==> config.mk <==
export PLATFORM = sky130hd
export DESIGN_NAME = regwr_scoreboard
export DESIGN_NICKNAME = d
export VERILOG_FILES = /design/src/rtl/regwr_scoreboard.sv
export SDC_FILE = /design/constraint.sdc
export NUM_CORES = 1
export LEC_CHECK = 0
export BUFFER_PORTS_ARGS = -buffer_cell sky130_fd_sc_hd__buf_2
export CAP_MARGIN = 10
export CORE_MARGIN = 10
export CORE_UTILIZATION = 30
export DETAILED_ROUTE_END_ITERATION = 10
export PLACE_DENSITY = 0.43
export SYNTH_ARGS = -nofsm -noshare
export SYNTH_HDL_FRONTEND = slang
export SYNTH_SLANG_ARGS = --single-unit
==> constraint.sdc <==
create_clock -name clk -period 4.8 [get_ports clk]
set_input_delay 0.96 -clock clk [delete_from_list [all_inputs] [get_ports clk]]
set_output_delay 0.96 -clock clk [all_outputs]
set_load 0.01 [all_outputs]
==> src/rtl/regwr_scoreboard.sv <==
// Register write scoreboard: per-register pending-write counters with a combinational ID-stage stall query.
// Define SCOREBOARD_BYPASS_EN to let a same-cycle final writeback release the busy flag.
module regwr_scoreboard #(
  parameter int CNT_W = 2,
  parameter int NREG  = 32
) (
  input  logic       clk,
  input  logic       rst,
  input  logic       iss_valid,
  input  logic [4:0] iss_wr,
  output logic       iss_ready,
  input  logic       ret_valid,
  input  logic [4:0] ret_wr,
  input  logic       flush,
  input  logic [4:0] RR1,
  input  logic [4:0] RR2,
  input  logic       use_rs,
  input  logic       use_rt,
  output logic       rs_busy,
  output logic       rt_busy,
  output logic       stall_out,
  output logic [6:0] inflight,
  output logic       err_underflow
);

  localparam logic [CNT_W-1:0] CNT_ZERO = {CNT_W{1'b0}};
  localparam logic [CNT_W-1:0] CNT_ONE  = CNT_W'(1);
  localparam logic [CNT_W-1:0] CNT_MAX  = {CNT_W{1'b1}};

  logic [CNT_W-1:0] cnt_q [NREG];
  logic [CNT_W-1:0] cnt_d [NREG];
  logic [6:0]       inflight_q, inflight_d;
  logic             err_q, err_d;
  logic [NREG-1:0]  inc_s, dec_s;
  logic             rs_byp_s, rt_byp_s;

  // Issue acceptance: a saturated counter still accepts when one of its writes retires now
  always_comb begin
    iss_ready = 1'b1;
    if ((iss_wr != 5'd0) && (cnt_q[iss_wr] == CNT_MAX) &&
        !(ret_valid && (ret_wr == iss_wr))) begin
      iss_ready = 1'b0;
    end else begin
      iss_ready = 1'b1;
    end
  end

  // Next-state for counters, inflight total and sticky underflow flag
  always_comb begin
    inc_s      = {NREG{1'b0}};
    dec_s      = {NREG{1'b0}};
    inflight_d = inflight_q;
    err_d      = err_q;
    for (int r = 0; r < NREG; r++) begin
      cnt_d[r] = cnt_q[r];
    end
    for (int r = 1; r < NREG; r++) begin
      inc_s[r] = iss_valid & iss_ready & (iss_wr == 5'(r));
      dec_s[r] = ret_valid & (ret_wr == 5'(r)) & (cnt_q[r] != CNT_ZERO);
      case ({inc_s[r], dec_s[r]})
        2'b10:   cnt_d[r] = cnt_q[r] + CNT_ONE;
        2'b01:   cnt_d[r] = cnt_q[r] - CNT_ONE;
        default: cnt_d[r] = cnt_q[r];
      endcase
    end
    case ({|inc_s, |dec_s})
      2'b10:   inflight_d = inflight_q + 7'd1;
      2'b01:   inflight_d = inflight_q - 7'd1;
      default: inflight_d = inflight_q;
    endcase
    if (ret_valid && (ret_wr != 5'd0) && (cnt_q[ret_wr] == CNT_ZERO)) begin
      err_d = 1'b1;
    end else begin
      err_d = err_q;
    end
    // Flush cancels every in-flight write but keeps the error history
    if (flush) begin
      inflight_d = 7'd0;
      for (int r = 0; r < NREG; r++) begin
        cnt_d[r] = CNT_ZERO;
      end
    end else begin
      inflight_d = inflight_d;
    end
  end

  // State registers
  always_ff @(posedge clk or posedge rst) begin
    if (rst) begin
      for (int r = 0; r < NREG; r++) begin
        cnt_q[r] <= CNT_ZERO;
      end
      inflight_q <= 7'd0;
      err_q      <= 1'b0;
    end else begin
      for (int r = 0; r < NREG; r++) begin
        cnt_q[r] <= cnt_d[r];
      end
      inflight_q <= inflight_d;
      err_q      <= err_d;
    end
  end

  // Same-cycle writeback release of the final pending write
  always_comb begin
`ifdef SCOREBOARD_BYPASS_EN
    rs_byp_s = ret_valid & (ret_wr == RR1) & (cnt_q[RR1] == CNT_ONE);
    rt_byp_s = ret_valid & (ret_wr == RR2) & (cnt_q[RR2] == CNT_ONE);
`else
    rs_byp_s = 1'b0;
    rt_byp_s = 1'b0;
`endif
  end

  // ID-stage query and stall decision
  always_comb begin
    rs_busy   = (RR1 != 5'd0) & (cnt_q[RR1] != CNT_ZERO) & ~rs_byp_s;
    rt_busy   = (RR2 != 5'd0) & (cnt_q[RR2] != CNT_ZERO) & ~rt_byp_s;
    stall_out = (use_rs & rs_busy) | (use_rt & rt_busy) | (iss_valid & ~iss_ready);
  end

  assign inflight      = inflight_q;
  assign err_underflow = err_q;

endmodule

# Word level (Yosys, flattened, before mapping)
# Index checks and enable logic that the tools add are counted.
# op_classes
add_sub_neg	64
n_lt_le_gt_ge	4
eq_ne	128
muxes	47
n_bitwise	105
n_reduce_logical	78
# op_table
operator	n
$eq 5x5->1 const B	32
$pmux 2 s2	31
$and 1x1->1	99
$reduce_bool 3->1	32
$eq 5x4->1 const B	16
$eq 2x2->1 const B	33
$reduce_bool 2->1	33
$eq 2x1->1 const B	32
$add 2x1->2 const B	31
$mux 62	1
$reduce_or 31->1	2
$sub 2x1->2 const B	31
$bmux 2 s5	4
$eq 5x3->1 const B	8
$ge 6x6->1 const B	4
$not 5->6	4
$eq 5x2->1 const B	4
$reduce_bool 5->1	4
$mux 2	8
$pmux 7 s2	1
$eq 5x1->1 const B	2
$add 7x1->7 const B	1
$mux 7	1
$sub 7x1->7 const B	1
other kinds (6)	11
# word_totals
reg_bits	70
inputBits	27
out_inout_bits	12
word_cells	459

# Logic depth before layout (Yosys ltp)
# Gate-level depths: netlist (run 1).
# depth
depth_word	14
depth_mapped	18
mapped_depth_nobuf	16

# Worst setup path before layout (run 1)
# Ideal clock, no wire load.
# synth_path
kind	in2reg
startpoint	in ret_valid
endpoint	reg inflight_q[6] (netlist: inflight[6])
setup_ps	134
arrival_ps	4317
required_time_ps	4666
path_slack_ps	349
path_stages	16
path_buffers	1
cell_sequence	clkbuf_1 -> or4bb_2 -> nor3_1 -> nor4_1 -> o2111ai_1 -> nor4_4 -> nor2_1 -> ha_1 -> a21o_1 -> a21oi_1 -> and2b_2 -> o21ai_0 -> nand2b_1 -> and3_1 -> o21ai_0 -> o211ai_1
# synth_via
elab_chain_cells	10
elab_cells_between_ends	105
cone_classes	eq/ne (2); mux (3); bitwise (94); reduce/logical (6)
# synth_rtl
item	line	rtl
start: declaration	12	input logic ret_valid,
$logic_and 1x1->1	41	!(ret_valid && (ret_wr == iss_wr))) begin
$logic_not 1->1	41	
$logic_and 1x1->1	40	if ((iss_wr != 5'd0) && (cnt_q[iss_wr] == CNT_MAX) &&
$mux 1	40	
$and 1x1->1 (2 in series)	58	inc_s[r] = iss_valid & iss_ready & (iss_wr == 5'(r));
$reduce_or 31->1	66	case ({|inc_s, |dec_s})
$eq 2x1->1 / $eq 2x2->1 (equally long branches)	66	
$pmux 7 s2	66	
$mux 7	77	if (flush) begin
end signal: assignment	99	inflight_q <= inflight_d;
end: declaration	32	logic [6:0] inflight_q, inflight_d;
# Several ways; a longest one is shown, not always the timed one.
# A chain may end at the register's enable or synchronous reset.

# Final worst setup path (run 1)
# layout_path
startpoint	in ret_wr[1]
endpoint	reg inflight_q[6] (netlist: inflight[6])
# layout_via
elab_chain_cells	11
elab_cells_between_ends	137
cone_classes	eq/ne (34); mux (3); bitwise (94); reduce/logical (6)
# layout_rtl
item	line	rtl
start: declaration	13	input logic [4:0] ret_wr,
$eq 5x5->1	41	
$logic_and 1x1->1	41	
$logic_not 1->1	41	
$logic_and 1x1->1	40	
$mux 1	40	
$and 1x1->1 (2 in series)	58	
$reduce_or 31->1	66	
$eq 2x1->1 / $eq 2x2->1 (equally long branches)	66	
$pmux 7 s2	66	
$mux 7	77	
# Several ways; a longest one is shown, not always the timed one.

==> results of run 1 <==
[layout by cell type (no fill, tap or decap), types with 5 or more instances in the layout]
master | synthesis | routed
and3_1 | 18 | 18
o211ai_1 | 9 | 9
nand2_1 | 46 | 46
nand2b_1 | 17 | 17
and2_1 | 27 | 27
buf_2 | 3 | 38
mux2i_1 | 5 | 5
a21oi_1 | 34 | 34
xor2_1 | 17 | 17
o21ai_0 | 68 | 68
o31ai_1 | 7 | 7
dfrtp_1 | 70 | 70
mux2_2 | 9 | 9
clkbuf_16 | 0 | 9
nand3_1 | 26 | 26
a31oi_1 | 10 | 10
a211oi_1 | 5 | 5
or2_2 | 5 | 5
o21bai_1 | 19 | 19
buf_4 | 0 | 46
xnor2_1 | 34 | 34
nor2b_1 | 17 | 17
ha_1 | 5 | 5
mux4_2 | 25 | 25
nor3_1 | 35 | 35
nor2_1 | 91 | 91
[how the worst max path moves through the flow]
stage / endpoint / cells past startpoint / slack (ns) / start
global route: inflight[6] / 16 / 0.09 / ret_wr[1]
global placement: inflight[6] / 17 / 0.06 / ret_wr[4]
floorplan: inflight[6] / 16 / 0.35 / ret_valid
CTS: inflight[6] / 17 / 0.39 / ret_wr[4]
detailed placement: inflight[6] / 17 / 0.008 / ret_wr[4]
finish: inflight[6] / 16 / 0.35 / ret_wr[1]
[state kept, by name, indices dropped and copies added (netlist names)]
signal and flops:
cnt_q 62, inflight 7, err_underflow 1
[per-layer routing]
metal	vias up	wire length [um]	GRT usage
li1	2652	-	-
met1	2753	9580	0.219
met2	184	9280	0.248
met3	25	1400	0.0383
met4	2	388	0.0543
met5	-	13	0
[cell families after synthesis]
logic type | after synthesis | synth area share
fa+ha+maj | 6 | 0.0139
flops | 70 | 0.296
mux | 39 | 0.121
compound gates | 175 | 0.180
simple gates | 314 | 0.272
buf+inv | 42 | 0.0399
xor+xnor | 52 | 0.0781
[area by class of cell]
cell class | count | area share
Antenna cell | 2 | 0.000720
Clock buffer | 10 | 0.0344
Clock inverter | 6 | 0.0191
Inverter | 5 | 0.00270
Multi-Input combinational cell | 586 | 0.566
Sequential cell | 70 | 0.252
Tap cell | 265 | 0.0477
Timing Repair Buffer | 84 | 0.0770
[cell usage after synthesis (5+ instances only)]
| master | instances |
|---|---|
| nor2_1 | 91 |
| dfrtp_1 | 70 |
| o21ai_0 | 68 |
| nand2_1 | 46 |
| nor3_1 | 35 |
| a21oi_1 | 34 |
| xnor2_1 | 34 |
| and2_1 | 27 |
| nand3_1 | 26 |
| clkbuf_1 | 25 |
| mux4_2 | 25 |
| o21bai_1 | 19 |
| and3_1 | 18 |
| nand2b_1 | 17 |
| nor2b_1 | 17 |
| xor2_1 | 17 |
| a31oi_1 | 10 |
| mux2_2 | 9 |
| o211ai_1 | 9 |
| o31ai_1 | 7 |
| a211oi_1 | 5 |
| clkbuf_8 | 5 |
| ha_1 | 5 |
| inv_1 | 5 |
| mux2i_1 | 5 |
| or2_2 | 5 |
[metrics by stage]
step	setup slack, ns	util	total power, mW
final	0.353	0.357	1.69
after global routing	0.0912	0.357	1.75
after CTS	0.388	0.357	1.71
after detailed placement	0.00816	0.338	0.841
after global placement	0.0561	0.338	0.839
after floorplan	0.349	-	0.758
[power groups by stage]
stage / Clock (mW) / Combinational (mW) / Sequential (mW)
after floorplan: 0 / 0.144 / 0.614
after global placement: 0 / 0.223 / 0.615
after detailed placement: 0 / 0.225 / 0.615
after CTS: 0.875 / 0.226 / 0.604
after global routing: 0.901 / 0.248 / 0.605
final: 0.859 / 0.225 / 0.604
==> flow_summary.json, run 1 <==
{
  "status": "finished clean",
  "track_usage": 0.162,
  "clock_path_buffers": 2,
  "dieArea_um2": 25800,
  "placedCellCount": 1010,
  "final_hold_viol_count": 0,
  "synth_edf_count": 0,
  "core_um2": 19500,
  "fin_crit_sh": 0.927,
  "drt_iter0_markers": 529,
  "rr_worst_depth": 15,
  "routedWlPerCell_um": 20.1,
  "internal-power_mw": 1.25,
  "port_buffers": 38,
  "dr.pass1.iters": 7,
  "cts_hold_buf": 0,
  "cts_setup_buffers": 0,
  "critPathLaunchType": "input pin",
  "synth_cell_type_count": 58,
  "cp_max_fo": 6,
  "crit_buf_inv": 1,
  "worstPathArrival_ns": 4.67,
  "die_y_um": 161,
  "layout_min_cycle_time_ns": 4.45,
  "nNetsFinal": 789,
  "reg2reg_slack_ns": 0.61,
  "syn_to_final_growth_pct": 17.3,
  "path_class": "input pin to register",
  "antenna_found_initial": 3,
  "swShare": 0.258,
  "fin_skew_ns": 0.00624,
  "min_from": "err_underflow",
  "pwr-share-comb": 0.133,
  "whs_endpoint": "err_underflow",
  "worstPathRequired_ns": 5.02,
  "drcViolationCount": 0,
  "cp_cell_sequence": "buf_2 > or4b_1 > nor3_1 > or4_1 > a221o_1 > nor4_4 > nor2_1 > fa_1 > a21o_1 > a21oi_1 > and2b_2 > o21ai_0 > nand2b_1 > and3_1 > o21ai_0 > o211ai_1",
  "yosysWarnings": 0,
  "globalRouteOverflowTotal": 0,
  "clockRootBuffer": "clkbuf_16",
  "rsz0062_at_grt": "false",
  "p_switching_uw": 435,
  "syn_area_um2": 5930,
  "cts_tree": "yes",
  "setup_viol": 0,
  "max_cap_viol_count": 0,
  "clock_sinks": 70,
  "slew_violations": 0,
  "cts_resized": 0,
  "first_global_vias": 5661,
  "ys_async_sr_fraction": 1.00,
  "die_x_um": 161,
  "max_slew.worst_pin.slew_ns": 0.931,
  "holdWs_ns": 0.462,
  "slew_headroom": 0.378,
  "power.density_nw_per_um2": 243,
  "slowest_stage": "or4_1",
  "drive_gt1_frac": 0.198,
  "start_util": 0.305,
  "fin_cells": 1028,
  "synth_area_leaders": "dfrtp_1 30%, mux4_2 9.5%, nor2_1 5.8%",
  "viasPerCell": 5.46,
  "grt_start_max_net_pins": 50,
  "p_clk_frac": 0.509,
  "vias": 5616,
  "synthCells": 698,
  "clock.fmax_ghz": 0.225,
  "max_stage_delay_ns": 0.56,
  "seq_area_frac_synth": 0.296,
  "hold_class": "register to register",
  "synthesis.nets": 731,
  "htree_levels": 3,
  "finalSetupTns_ns": 0,
  "end_kind": "register",
  "gp_congestion": 0.888,
  "worst_r2r_startpoint": "cnt_q[54]",
  "design_area_um2": 6950,
  "ioPinCount": 39,
  "crit_top_cell": "o21ai_0",
  "dpl_cell_area_um2": 6580,
  "synth_ff_type": "dfrtp_1",
  "grt_pass1_wl_um": 33000,
  "fill_cells": 2021,
  "register_area_um2": 1750,
  "routed_wl_um": 20700,
  "ir_drop_mv": 0.168,
  "multi_input_comb_area_um2": 3940,
  "min_delay_path_depth": 1,
  "dp_hpwl_um": 16100,
  "avgSynthCellArea_um2": 8.49,
  "yosys_register_bits": 70,
  "seq_power_share": 0.358,
  "worst_r2r_endpoint": "inflight[6]",
  "clk_pin_slew_ns": 0.06,
  "p_leak_nw": 2.78,
  "cts-buffers-inserted": 9,
  "antenna_left": 0,
  "num_rows": 51,
  "synth.largest_area_cell": "dfrtp_1",
  "synth_top_area_share": 0.296,
  "crit_family": "simple AND/OR/NAND/NOR gates",
  "worstSkewPairLatency_ns": 0.35
}
(Power assumes the default switching activity.)
==> inputs of run 2 (changes only) <==
CELL_PAD_IN_SITES_DETAIL_PLACEMENT = 1   (was default)
CELL_PAD_IN_SITES_GLOBAL_PLACEMENT = 1   (was default)
PLACE_DENSITY = 0.54   (was 0.43)
==> run 2 against run 1 <==
Final area shrank 1.6%. Fmax is essentially flat. Critical path depth is the same. Non-clock buffer count shrank 7. First-iteration DRC count shrank 32%. Sequential power is essentially flat. Worst hold slack gained 0.0043 ns. Register-to-register slack gained 0.06 ns. Clock skew is essentially flat. Utilization shrank 0.58 points. Critical endpoint unchanged. Largest cell class unchanged.
==> flow_summary.json, run 2 (synthesis gave the netlist of run 1 again) <==
{
  "hold_class": "register to register",
  "critPathLaunchType": "input pin",
  "clockRootBuffer": "clkbuf_16",
  "p_leak_nw": 2.71,
  "end_kind": "register",
  "status": "finished clean",
  "num_rows": 51,
  "routed_wl_um": 22200,
  "worstPathRequired_ns": 5.02,
  "dp_hpwl_um": 17400,
  "grt_pass1_wl_um": 35200,
  "path_class": "input pin to register",
  "die_x_um": 161,
  "drive_gt1_frac": 0.188,
  "globalRouteOverflowTotal": 0,
  "port_buffers": 38,
  "dp_slack_ns": 0.0177,
  "max_stage_delay_ns": 0.59,
  "cp_max_fo": 6,
  "grt_start_max_net_pins": 47,
  "max_cap_viol_count": 0,
  "slew_headroom": 0.254,
  "rsz0062_at_grt": "false",
  "cts_tree": "yes",
  "routedWlPerCell_um": 21.8,
  "cts-buffers-inserted": 9,
  "drcViolationCount": 0,
  "layout_common_cells": "91 x nor2_1, 70 x dfrtp_1, 68 x o21ai_0",
  "clock_path_buffers": 2,
  "setup_viol": 0,
  "diodes": 0,
  "htree_levels": 3,
  "fin_crit_sh": 0.926,
  "worst_slack_ns": 0.355,
  "cts_setup_buffers": 0,
  "cts_resized": 0,
  "dieArea_um2": 25800,
  "worst_r2r_endpoint": "inflight[6]",
  "power.density_nw_per_um2": 229,
  "antenna_left": 0,
  "ioPinCount": 39,
  "drt_iter0_markers": 361,
  "final_common_cell": "nor2_1",
  "nNetsFinal": 782,
  "cts_hold_buf": 0,
  "track_usage": 0.173,
  "final_hold_viol_count": 0,
  "crit_buf_inv": 1,
  "start_util": 0.305,
  "crit_family": "simple AND/OR/NAND/NOR gates",
  "dr.pass1.iters": 5,
  "fin_util": 0.351,
  "first_global_vias": 6087,
  "ir_drop_mv": 0.161,
  "gp_congestion": 0.877,
  "layout_min_cycle_time_ns": 4.45,
  "antenna_found_initial": 1,
  "largest_reg_flops": 62,
  "fin_cells": 1019,
  "clock_sinks": 70,
  "worstPathArrival_ns": 4.67,
  "holdWs_ns": 0.466,
  "top_register": "cnt_q",
  "clock.fmax_ghz": 0.225,
  "placedCellCount": 1003,
  "whs_endpoint": "err_underflow",
  "core_um2": 19500,
  "min_from": "err_underflow",
  "vias": 5706,
  "fin_skew_ns": 0.00645,
  "max_slew.worst_pin.slew_ns": 1.12,
  "clk_pin_slew_ns": 0.06,
  "crit_top_cell": "o21ai_0",
  "worst_r2r_startpoint": "cnt_q[54]",
  "viasPerCell": 5.60,
  "die_y_um": 161,
  "cp_cell_sequence": "buf_2 > or4b_1 > nor3_1 > or4_1 > a221o_1 > nor4_4 > nor2_1 > fa_1 > a21o_1 > a21oi_1 > and2b_2 > o21ai_0 > nand2b_1 > and3_1 > o21ai_0 > o211ai_1",
  "rr_worst_depth": 15,
  "min_delay_path_depth": 1,
  "finalSetupTns_ns": 0,
  "slowest_stage": "or4_1",
  "worstSkewPairLatency_ns": 0.35,
  "slew_violations": 0,
  "syn_to_final_growth_pct": 15.4,
  "reg2reg_slack_ns": 0.67
}
## run 2: metrics by stage
stage	cell area (um^2)	power, mW
4_1_cts	6840	1.59
2_1_floorplan	5930	0.758
3_3_place_gp	6520	0.837
6_report	6840	1.57
3_5_place_dp	6520	0.842
5_1_grt	6840	1.63
## run 2: area by class of cell
cell class              instances  area [um^2]
multi-input cells             586         3940
clock inverters                 5         83.8
well taps                     265          332
flip-flops and latches         70         1750
repair buffers                 77          483
fillers                      2293        12600
inverters                       5         18.8
clock buffers                  11          233
## run 2: how the worst max path moves through the flow
stage,start,to,depth (start not counted)
CTS,ret_valid,inflight[6],16
global placement,ret_valid,inflight[6],16
finish,ret_valid,inflight[6],16
floorplan,ret_valid,inflight[6],16
global route,iss_wr[0],inflight[6],18
detailed placement,ret_valid,inflight[6],16
## run 2: worst reg2reg max path: stages (launching register included)
cell	delay, ns
dfrtp_1	0.41
nor2_1	0.28
nor3_1	0.12
or4_1	0.59
a221o_1	0.33
nor4_4	0.41
nor2_1	0.16
fa_1	0.42
a21o_1	0.17
a21oi_1	0.18
and2b_2	0.25
o21ai_0	0.16
nand2b_1	0.11
and3_1	0.17
o21ai_0	0.14
o211ai_1	0.10
## run 2: where the power goes
group          total (mW)  switching [mW]  leakage (nW)  internal [mW]
clock               0.738           0.281         0.146          0.457
sequential          0.605         0.00906         0.970          0.596
combinational       0.226           0.145          1.59         0.0820
## run 2: per-layer routing
metal | GRT usage | routed length (um)
met1 | 0.225 | 10200
met5 | 0 | 10
met4 | 0.0584 | 549
met3 | 0.0373 | 1150
met2 | 0.277 | 10300
